$ cat config.mk
export PLATFORM = sky130hd
export DESIGN_NAME = seg_scan_ctrl
export DESIGN_NICKNAME = d
export VERILOG_FILES = /design/src/rtl/seg_pkg.sv /design/src/rtl/seg_digit_decode.sv /design/src/rtl/seg_scan_ctrl.sv
export SDC_FILE = /design/constraint.sdc
export NUM_CORES = 1
export LEC_CHECK = 0
export ABC_CLOCK_PERIOD_IN_PS = 3200
export CAP_MARGIN = 5
export CORE_UTILIZATION = 50
export CTS_CLUSTER_DIAMETER = 120
export DETAILED_ROUTE_END_ITERATION = 6
export GPL_ROUTABILITY_DRIVEN = 0
export PLACE_DENSITY = 0.73
export SETUP_SLACK_MARGIN = 0.3
export SLEW_MARGIN = 20
export SYNTH_ARGS = -nofsm -noshare
export SYNTH_HDL_FRONTEND = slang
export SYNTH_SLANG_ARGS = --single-unit
$ cat constraint.sdc
create_clock -name clk -period 3.2 [get_ports clk]
set_input_delay 0.32 -clock clk [delete_from_list [all_inputs] [get_ports clk]]
set_output_delay 0.32 -clock clk [all_outputs]
set_load 0.1 [all_outputs]
$ cat src/rtl/seg_pkg.sv
// Shared definitions for the seven-segment scan controller: segment codes,
// blanking constants and the scan state encoding.
package seg_pkg;

    typedef enum logic [1:0] {
        ST_OFF,
        ST_ON,
        ST_GAP
    } scan_state_e;

    localparam logic [7:0] SEG_BLANK  = 8'hFF;
    localparam int         SEG_DP_BIT = 7;

    // Active-low {dp,g,f,e,d,c,b,a} patterns for hex 0..F, dp off
    localparam logic [7:0] SEG_CODES [16] = '{
        8'hC0, 8'hF9, 8'hA4, 8'hB0, 8'h99, 8'h92, 8'h82, 8'hF8,
        8'h80, 8'h98, 8'h88, 8'h83, 8'hA7, 8'hA1, 8'h86, 8'h8E
    };

endpackage

$ cat src/rtl/seg_digit_decode.sv
// Combinational hex nibble + decimal point to active-low segment drive.
module seg_digit_decode (
    input  logic [3:0] i_nib,
    input  logic       i_dp,
    output logic [7:0] o_seg_n
);
    import seg_pkg::*;

    always_comb begin
        o_seg_n = SEG_CODES[i_nib];
        if (i_dp) begin
            o_seg_n[SEG_DP_BIT] = 1'b0;
        end
    end

endmodule

$ cat src/rtl/seg_scan_ctrl.sv
// Multiplexed seven-segment scan controller with frame-synchronous commit of
// host writes. Define SEG_SCAN_LZB_EN to enable leading-zero blanking.
module seg_scan_ctrl #(
    parameter int NUM_DIGITS = 8,
    parameter int DIV_MAX    = 49999,
    parameter int GAP_CYC    = 2,
    parameter int DIV_W      = 16
) (
    input  logic                    clk,
    input  logic                    rst,
    input  logic                    en,
    input  logic                    load,
    input  logic [4*NUM_DIGITS-1:0] load_val,
    input  logic [NUM_DIGITS-1:0]   load_dp,
    output logic                    pending,
    output logic                    frame_start,
    output logic [NUM_DIGITS-1:0]   an_n,
    output logic [7:0]              seg_n
);
    import seg_pkg::*;

    localparam int               DIG_W    = $clog2(NUM_DIGITS);
    localparam logic [DIG_W-1:0] LAST_DIG = DIG_W'(NUM_DIGITS - 1);
    localparam logic [DIV_W-1:0] ON_LAST  = DIV_W'(DIV_MAX);
    localparam logic [DIV_W-1:0] GAP_LAST = DIV_W'(GAP_CYC - 1);

    scan_state_e              r_state, w_state_nxt;
    logic [DIG_W-1:0]         r_digit, w_digit_nxt;
    logic [DIV_W-1:0]         r_cnt, w_cnt_nxt;
    logic                     w_commit;

    logic [4*NUM_DIGITS-1:0]  r_act_val, r_sh_val;
    logic [NUM_DIGITS-1:0]    r_act_dp, r_sh_dp;
    logic                     r_pending;

    logic [NUM_DIGITS-1:0]    r_an_n, w_an_n;
    logic [7:0]               r_seg_n, w_seg_n;
    logic                     r_frame_start;
    logic [3:0]               w_nib;
    logic                     w_dp;
    logic                     w_blank;

    always_comb begin
        w_state_nxt = r_state;
        w_digit_nxt = r_digit;
        w_cnt_nxt   = r_cnt;
        w_commit    = 1'b0;
        if (!en) begin
            w_state_nxt = ST_OFF;
            w_digit_nxt = '0;
            w_cnt_nxt   = '0;
        end else begin
            unique case (r_state)
                ST_OFF: begin
                    w_state_nxt = ST_ON;
                    w_digit_nxt = '0;
                    w_cnt_nxt   = '0;
                    w_commit    = r_pending;
                end
                ST_ON: begin
                    if (r_cnt == ON_LAST) begin
                        w_state_nxt = ST_GAP;
                        w_cnt_nxt   = '0;
                    end else begin
                        w_cnt_nxt = r_cnt + DIV_W'(1);
                    end
                end
                ST_GAP: begin
                    if (r_cnt == GAP_LAST) begin
                        w_state_nxt = ST_ON;
                        w_cnt_nxt   = '0;
                        if (r_digit == LAST_DIG) begin
                            w_digit_nxt = '0;
                            w_commit    = r_pending;
                        end else begin
                            w_digit_nxt = r_digit + DIG_W'(1);
                        end
                    end else begin
                        w_cnt_nxt = r_cnt + DIV_W'(1);
                    end
                end
                default: w_state_nxt = ST_OFF;
            endcase
        end
    end

    // A load coinciding with a commit lands in the shadow after the commit
    // has taken the old contents, so pending stays set for the next frame.
    always_ff @(posedge clk) begin
        if (rst) begin
            r_state   <= ST_OFF;
            r_digit   <= '0;
            r_cnt     <= '0;
            r_act_val <= '0;
            r_act_dp  <= '0;
            r_sh_val  <= '0;
            r_sh_dp   <= '0;
            r_pending <= 1'b0;
        end else begin
            r_state <= w_state_nxt;
            r_digit <= w_digit_nxt;
            r_cnt   <= w_cnt_nxt;
            if (w_commit) begin
                r_act_val <= r_sh_val;
                r_act_dp  <= r_sh_dp;
            end
            if (load) begin
                r_sh_val <= load_val;
                r_sh_dp  <= load_dp;
            end
            r_pending <= load | (r_pending & ~w_commit);
        end
    end

    assign w_nib = r_act_val[{r_digit, 2'b00} +: 4];
    assign w_dp  = r_act_dp[r_digit];

    seg_digit_decode u_decode (
        .i_nib   (w_nib),
        .i_dp    (w_dp),
        .o_seg_n (w_seg_n)
    );

    always_comb begin
        w_an_n          = '1;
        w_an_n[r_digit] = 1'b0;
    end

`ifdef SEG_SCAN_LZB_EN
    logic [NUM_DIGITS-1:0] w_lead_zero;
    logic                  w_zero_run;

    // Walk from the most significant digit down; digit 0 is never blanked
    always_comb begin
        w_lead_zero = '0;
        w_zero_run  = 1'b1;
        for (int i = NUM_DIGITS - 1; i > 0; i--) begin
            w_zero_run     = w_zero_run & (r_act_val[4*i +: 4] == 4'h0) & ~r_act_dp[i];
            w_lead_zero[i] = w_zero_run;
        end
    end

    assign w_blank = w_lead_zero[r_digit];
`else
    assign w_blank = 1'b0;
`endif

    // Output stage lags state by one cycle; en low darkens it immediately
    always_ff @(posedge clk) begin
        if (rst) begin
            r_an_n        <= '1;
            r_seg_n       <= SEG_BLANK;
            r_frame_start <= 1'b0;
        end else begin
            if (en && (r_state == ST_ON) && !w_blank) begin
                r_an_n  <= w_an_n;
                r_seg_n <= w_seg_n;
            end else begin
                r_an_n  <= '1;
                r_seg_n <= SEG_BLANK;
            end
            r_frame_start <= en && (r_state == ST_ON) && (r_digit == '0) && (r_cnt == '0);
        end
    end

    assign an_n        = r_an_n;
    assign seg_n       = r_seg_n;
    assign frame_start = r_frame_start;
    assign pending     = r_pending;

endmodule

==> results of run 1 <==
==> worst min path at each step <==
stage,from,to,cells after the start
after global placement,r_act_val[0]$_SDFFE_PP0P_,r_act_val[0]$_SDFFE_PP0P_,2
after detailed placement,r_act_val[25]$_SDFFE_PP0P_,r_act_val[25]$_SDFFE_PP0P_,2
after floorplan,r_sh_val[12]$_SDFFE_PP0P_,r_act_val[12]$_SDFFE_PP0P_,2
after CTS,rst,r_sh_val[1]$_SDFFE_PP0P_,2
after global routing,rst,r_sh_val[5]$_SDFFE_PP0P_,2
final,rst,r_sh_val[1]$_SDFFE_PP0P_,2
==> sequential cells by signal (all words and copies together), names as in the netlist <==
signal       flops
an_n             8
frame_start      1
pending          1
r_act_dp         8
r_act_val       32
r_cnt           16
r_digit          3
r_sh_dp          8
r_sh_val        32
r_state          2
seg_n            8
==> critical path: cells and delay by family (launching register included) <==
kind / cells / cell delay, ns
adder cells (fa/ha/maj): 1 / 0.30
flip-flops: 1 / 0.96
buffers and inverters: 1 / 0.13
multiplexers: 2 / 0.78
AO/OA/AOI/OAI: 2 / 0.48
==> cell families after synthesis <==
logic type,synth area share
buffers and inverters,0.04024
adders and majority gates,0.03749
xor gates and xnor gates,0.01400
and+or+nand+nor,0.1972
muxes,0.1265
DFF,0.4759
AOI/OAI and AO/OA,0.1087
==> cell usage after synthesis (all sizes together) (3+ instances only) <==
library cell / n / area (um2)
buf: 9 / 62.55
and2: 3 / 18.77
o21ai: 10 / 53.80
dfxtp: 119 / 2382
mux2i: 47 / 486.7
nand3: 18 / 90.09
clkbuf: 25 / 93.84
nor3: 9 / 45.04
xor2: 3 / 26.28
mux4: 6 / 135.1
xnor2: 5 / 43.79
o311ai: 5 / 43.79
and4: 4 / 35.03
nor2: 67 / 251.5
nand2: 100 / 375.4
nand4: 6 / 37.54
a21oi: 55 / 282.8
nor4: 3 / 18.77
o31ai: 3 / 32.53
a22oi: 3 / 22.52
inv: 12 / 45.05
nor2b: 3 / 18.77
ha: 15 / 187.7
and3: 5 / 36.28
==> per-stage QoR <==
step | total power [mW] | util | setup WS [ns]
final | 3.719 | 0.6449 | 0.4531
after floorplan | 1.738 | - | 0.9126
after global placement | 1.825 | 0.5824 | 0.6313
after global routing | 3.840 | 0.6449 | 0.3489
after detailed placement | 1.833 | 0.5824 | 0.5279
after CTS | 3.739 | 0.6447 | 0.4757
==> final cells by class <==
class,instances,area [um2],share of cell area
well taps,133,166.4,0.02652
flip-flops and latches,119,2382,0.3797
clock inverters,11,146.4,0.02333
inverters,12,45.04,0.007178
multi-input cells,391,2430,0.3872
clock buffers,21,459.2,0.07318
repair buffers,67,645.6,0.1029
==> where the power goes <==
group / switching, mW / total [mW] / leakage (nW) / internal, mW
clock network: 0.669 / 1.92 / 0.294 / 1.25
registers: 0.0264 / 1.55 / 0.969 / 1.53
logic: 0.138 / 0.248 / 1.10 / 0.110
==> per-layer routing <==
| metal | share of wire | vias to the layer above | track usage |
|---|---|---|---|
| met4 | 0.018 | 0 | 0.08791 |
| met2 | 0.50 | 95 | 0.3789 |
| met5 | 0 | - | 0 |
| li1 | - | 2014 | - |
| met3 | 0.040 | 15 | 0.06088 |
| met1 | 0.44 | 1925 | 0.2674 |
==> flow_summary.ini, run 1 <==
[worst_setup_path]
worstPathArrival_ns = 3.18
r2r_cells = 6
crit_type = register to register
cpPeakStageDelay_ns = 0.96
crit_end = seg_n[3]$_SDFF_PP1_
path_cells = mux4_2 -> mux2_2 -> inv_1 -> ha_1 -> o211a_1 -> o31ai_2
crit_path_start_kind = register
reg2reg_from = r_digit[1]$_SDFFE_PP0P_
crit_fanout = 22
r2r_setup_slack_ns = 0.45
crit_start = r_digit[1]$_SDFFE_PP0P_
cp_slowest_cell = dfxtp_1
end_kind = register
cp.required_ns = 3.63
r2r_end = seg_n[3]$_SDFF_PP1_

[sta]
worst_slew_pin_slew_ns = 0.9826
relSlewSlack = 0.3429
finalSetupViolCount = 0
fmax_mhz = 364.0
setup_tns_ns = 0
final_max_slew_viol_count = 0
whs_ns = 0.2376
min_period_over_period = 0.8584
grt_setup_unrepaired = no
hold_viol = 0
min_period_ns = 2.747
fin_skew_ns = 0.008359

[global_route]
grt_pass1_vias = 3910
track_usage = 0.2228
antenna_found_initial = 0
grt_pass1_wl_um = 17860
gr-total-overflow = 0
grt_max_degree = 62

[placed_design]
io_buffers = 61
dp.cells = 722
hpwlAfterDp_um = 7142
dpl-instance-area_um2 = 5667

[finish]
final_layout_size_suffix_gt1_frac = 0.09823
syn2layout_area_growth_pct = 25.34
final_common_cell = dfxtp_1
layout_common_cells = 119 x dfxtp_1, 100 x nand2_1, 67 x nor2_1, 58 x clkdlybuf4s50_1, 53 x a21oi_1
n_fill_cell = 834
final_cell_area_um2 = 6275
fin_nets = 667
num_antenna_cells = 0
fin_cells = 754

[clocking]
tritoncts = yes
cts_setup_buffers = 0
hold_buffers = 0
ctsRootBufferMaster = clkbuf_8
htreeDepth = 4
clk_path_buf_depth = 2
path_clk_slew_ns = 0.06
cts.sinks = 119
clk_latency_ns = 0.51
cts_inserted_buffers = 17
post_cts_resized = 0

[synthesis]
yosysWarnings = 0
yosys.cell_types.count = 53
syn_area_per_cell_um2 = 9.004
netlist_instances = 556
synthFlopType = dfxtp_1
synth_nets = 615
synthesis.area_um2 = 5006
synthArstFlopShare = 0
synth_edf_count = 0
ys_seq_elements = 119
ys_seq_area_frac = 0.4759

[flow_run]
maxCapViolations = 0

[die]
io_pins = 62
placementRows = 36
fp.coreArea_um2 = 9729
die_x_um = 102.1
die_h_um = 102.1
initial_core_util = 0.5145
dieArea_um2 = 10420

[routing]
drt_pass1_iterations = 4
drtIter0Drc = 138
vias = 4049
drt_wl_total_um = 10720
drc = 0
ant_nets = 0
drt-wirelength-per-cell_um = 14.22
viasPerCell = 5.370

[power_and_ir_drop]
power_density_nw_per_um2 = 592.7
ir_drop_mv = 0.3317
leakage_nw = 2.365

[status]
status = finished clean

[min_path]
hp-class = input port to register
Note: power is estimated with default switching activity, not from simulation.
==> run 2: changes to the inputs <==
--- a/config.mk
+++ b/config.mk
@@ -6,11 +6,14 @@
 export NUM_CORES = 1
 export LEC_CHECK = 0
+export ABC_AREA = 1
 export ABC_CLOCK_PERIOD_IN_PS = 3200
 export CAP_MARGIN = 5
-export CORE_UTILIZATION = 50
+export CELL_PAD_IN_SITES_DETAIL_PLACEMENT = 0
+export CELL_PAD_IN_SITES_GLOBAL_PLACEMENT = 1
+export CORE_UTILIZATION = 40
 export CTS_CLUSTER_DIAMETER = 120
 export DETAILED_ROUTE_END_ITERATION = 6
 export GPL_ROUTABILITY_DRIVEN = 0
-export PLACE_DENSITY = 0.73
+export PLACE_DENSITY_LB_ADDON = 0.1
 export SETUP_SLACK_MARGIN = 0.3
 export SLEW_MARGIN = 20
==> constraint.sdc (replaced) <==
create_clock -name clk -period 3.2 [get_ports clk]
set_input_delay 0.32 -clock clk [delete_from_list [all_inputs] [get_ports clk]]
set_output_delay 0.32 -clock clk [all_outputs]
set_load 0.005 [all_outputs]
==> run 2 against run 1 <==
Global-route usage is 2.6 points lower. Clock skew is 0.0018 ns higher. Area after synthesis is 5.9% higher. First-iteration DRC count grew to 3.1 times the previous value. Critical path type unchanged. Largest power group unchanged.
==> flow_summary.ini, run 2 <==
[status]
status = finished clean

[synthesis]
synthesis.area_um2 = 5301
synthFlopType = dfxtp_1
ys_seq_elements = 119
synth_nets = 817
synth_edf_count = 0
yosys.cell_types.count = 34
yosysWarnings = 0
synth_top_area_share = 0.4494
ys_seq_area_frac = 0.4494
netlist_instances = 758
synthArstFlopShare = 0
synth.area.top_cells = dfxtp_1 45%, nor2_1 15%, nand2_1 9.3%
synth_commonest_cells = 210 x nor2_1, 132 x nand2_1, 119 x dfxtp_1, 49 x o21ai_0, 46 x inv_1
yosysMostFrequentCell = nor2_1
synth_top_area_cell = dfxtp_1
syn_area_per_cell_um2 = 6.994

[finish]
largest_registers = r_act_val x32, r_sh_val x32, r_cnt x16
n_fill_cell = 1324
final_common_cell = nor2_1
fin_nets = 867
layout_common_cells = 210 x nor2_1, 132 x nand2_1, 119 x dfxtp_1, 61 x clkdlybuf4s50_1, 49 x o21ai_0
final_layout_size_suffix_gt1_frac = 0.07204
syn2layout_area_growth_pct = 22.49
post-route-util = 0.5084
num_antenna_cells = 0
final_cell_area_um2 = 6494

[routing]
drt-wirelength-per-cell_um = 12.44
ant_nets = 0
drt_wl_total_um = 12330
drtIter0Drc = 422
drt_pass1_iterations = 6
drc = 0
viasPerCell = 4.749
vias = 4706

[clocking]
cts_inserted_buffers = 17
ctsRootBufferMaster = clkbuf_16
clk_path_buf_depth = 2
tritoncts = yes
path_clk_slew_ns = 0.05
post_cts_resized = 0
cts_setup_buffers = 0
clk_latency_ns = 0.42
cts.sinks = 119
hold_buffers = 0
htreeDepth = 4

[sta]
relSlewSlack = 0.5580
min_period_ns = 2.456
finalSetupViolCount = 0
final_max_slew_viol_count = 0
min_period_over_period = 0.7674
fmax_mhz = 407.2
worst_slew_pin_slew_ns = 0.6605
setup_tns_ns = 0
hold_viol = 0
fin_skew_ns = 0.01020
whs_ns = 0.4805
grt_setup_unrepaired = no

[die]
dieArea_um2 = 13720
die_x_um = 117.1
die_h_um = 117.1
io_pins = 62
placementRows = 41
fp.coreArea_um2 = 12770
initial_core_util = 0.4150

[global_route]
grt_pass1_wl_um = 20480
grt_use_met2 = 0.3061
track_usage = 0.1967
met1_usage = 0.2609
busiest_layer = met2
grt_max_degree = 81
antenna_found_initial = 0
grt_pass1_vias = 4249
grtUsageMet3 = 0.05201
gr-total-overflow = 0

[worst_setup_path]
worstPathArrival_ns = 2.76
cp.required_ns = 3.50
end_kind = register
crit_type = register to register
crit_path_start_kind = register
crit_fanout = 40

[power_and_ir_drop]
power_density_nw_per_um2 = 556.8
leakage_nw = 2.649
ir_drop_mv = 0.3688

[placed_design]
io_buffers = 61
dpl-instance-area_um2 = 5968
hpwlAfterDp_um = 8533

[min_path]
hp-class = register to register

[flow_run]
maxCapViolations = 0
-- run 2: cell types whose count changed after synthesis, sizes merged, moves of 5 or more --
cell    previous run  this run
inv               12        55
nor2              67       216
mux4               6         0
nand3             18        37
clkbuf            25        18
o21ai             10        91
mux2i             47         0
nand2            100       140
o311ai             5         0
buf                9        16
a21oi             55        19
-- run 2: cells by family after synthesis --
logic type	Yosys count	share of synthesized area
and+or+nand+nor	411	0.3179
AOI/OAI and AO/OA	116	0.1131
xor gates and xnor gates	4	0.006610
DFF	119	0.4494
buffers and inverters	93	0.07765
adders and majority gates	15	0.03540
-- run 2: worst paths after layout --
| kind | from | endpoint | slack, ns | depth (start not counted) |
|---|---|---|---|---|
| setup reg to reg | r_digit[1]$_SDFFE_PP0P_ | r_act_val[14]$_SDFFE_PP0P_ | 0.74 | 10 |
| setup / recovery | r_digit[1]$_SDFFE_PP0P_ | r_act_val[14]$_SDFFE_PP0P_ | 0.74 | 10 |
| hold reg to reg | r_act_val[21]$_SDFFE_PP0P_ | r_act_val[21]$_SDFFE_PP0P_ | 0.48 | 2 |
| hold / removal | r_act_val[21]$_SDFFE_PP0P_ | r_act_val[21]$_SDFFE_PP0P_ | 0.48 | 2 |
-- run 2: area by class of cell --
cell class | count | area [um2] | share of cell area
inverters | 59 | 222.7 | 0.03430
repair buffers | 65 | 640.6 | 0.09865
clock inverters | 8 | 51.30 | 0.007900
well taps | 172 | 215.2 | 0.03314
multi-input cells | 546 | 2507 | 0.3861
flip-flops and latches | 119 | 2382 | 0.3669
clock buffers | 22 | 474.2 | 0.07303
-- run 2: worst max-delay path, stage by stage, from the launching register on --
cell and delay [ns]:
dfxtp_1 0.43, ha_1 0.26, ha_1 0.20, nand2_1 0.07
clkinv_1 0.06, nand3_1 0.07, nand2_1 0.06, nand2_2 0.32
clkinv_2 0.55, nor2_1 0.25, nor2_1 0.06
-- run 2: power breakdown --
group | internal (mW) | total [mW] | switching [mW]
logic | 0.143 | 0.338 | 0.195
registers | 1.56 | 1.60 | 0.0379
clock network | 1.03 | 1.68 | 0.648
-- run 2: routing by layer --
metal  vias up  wire [um]
li1       2498          -
met1      2110       6284
met2        81       5415
met3        17        448
met4         0        180
met5         -          0
-- run 2: through the flow --
| stage | total power [mW] | instances | setup slack, ns |
|---|---|---|---|
| 2_1_floorplan | 1.846 | 758 | 1.444 |
| 3_3_place_gp | 1.961 | 961 | 0.8436 |
| 3_5_place_dp | 1.966 | 961 | 0.7502 |
| 4_1_cts | 3.652 | 991 | 0.7402 |
| 5_1_grt | 3.780 | 991 | 0.4608 |
| 6_report | 3.616 | 991 | 0.7443 |
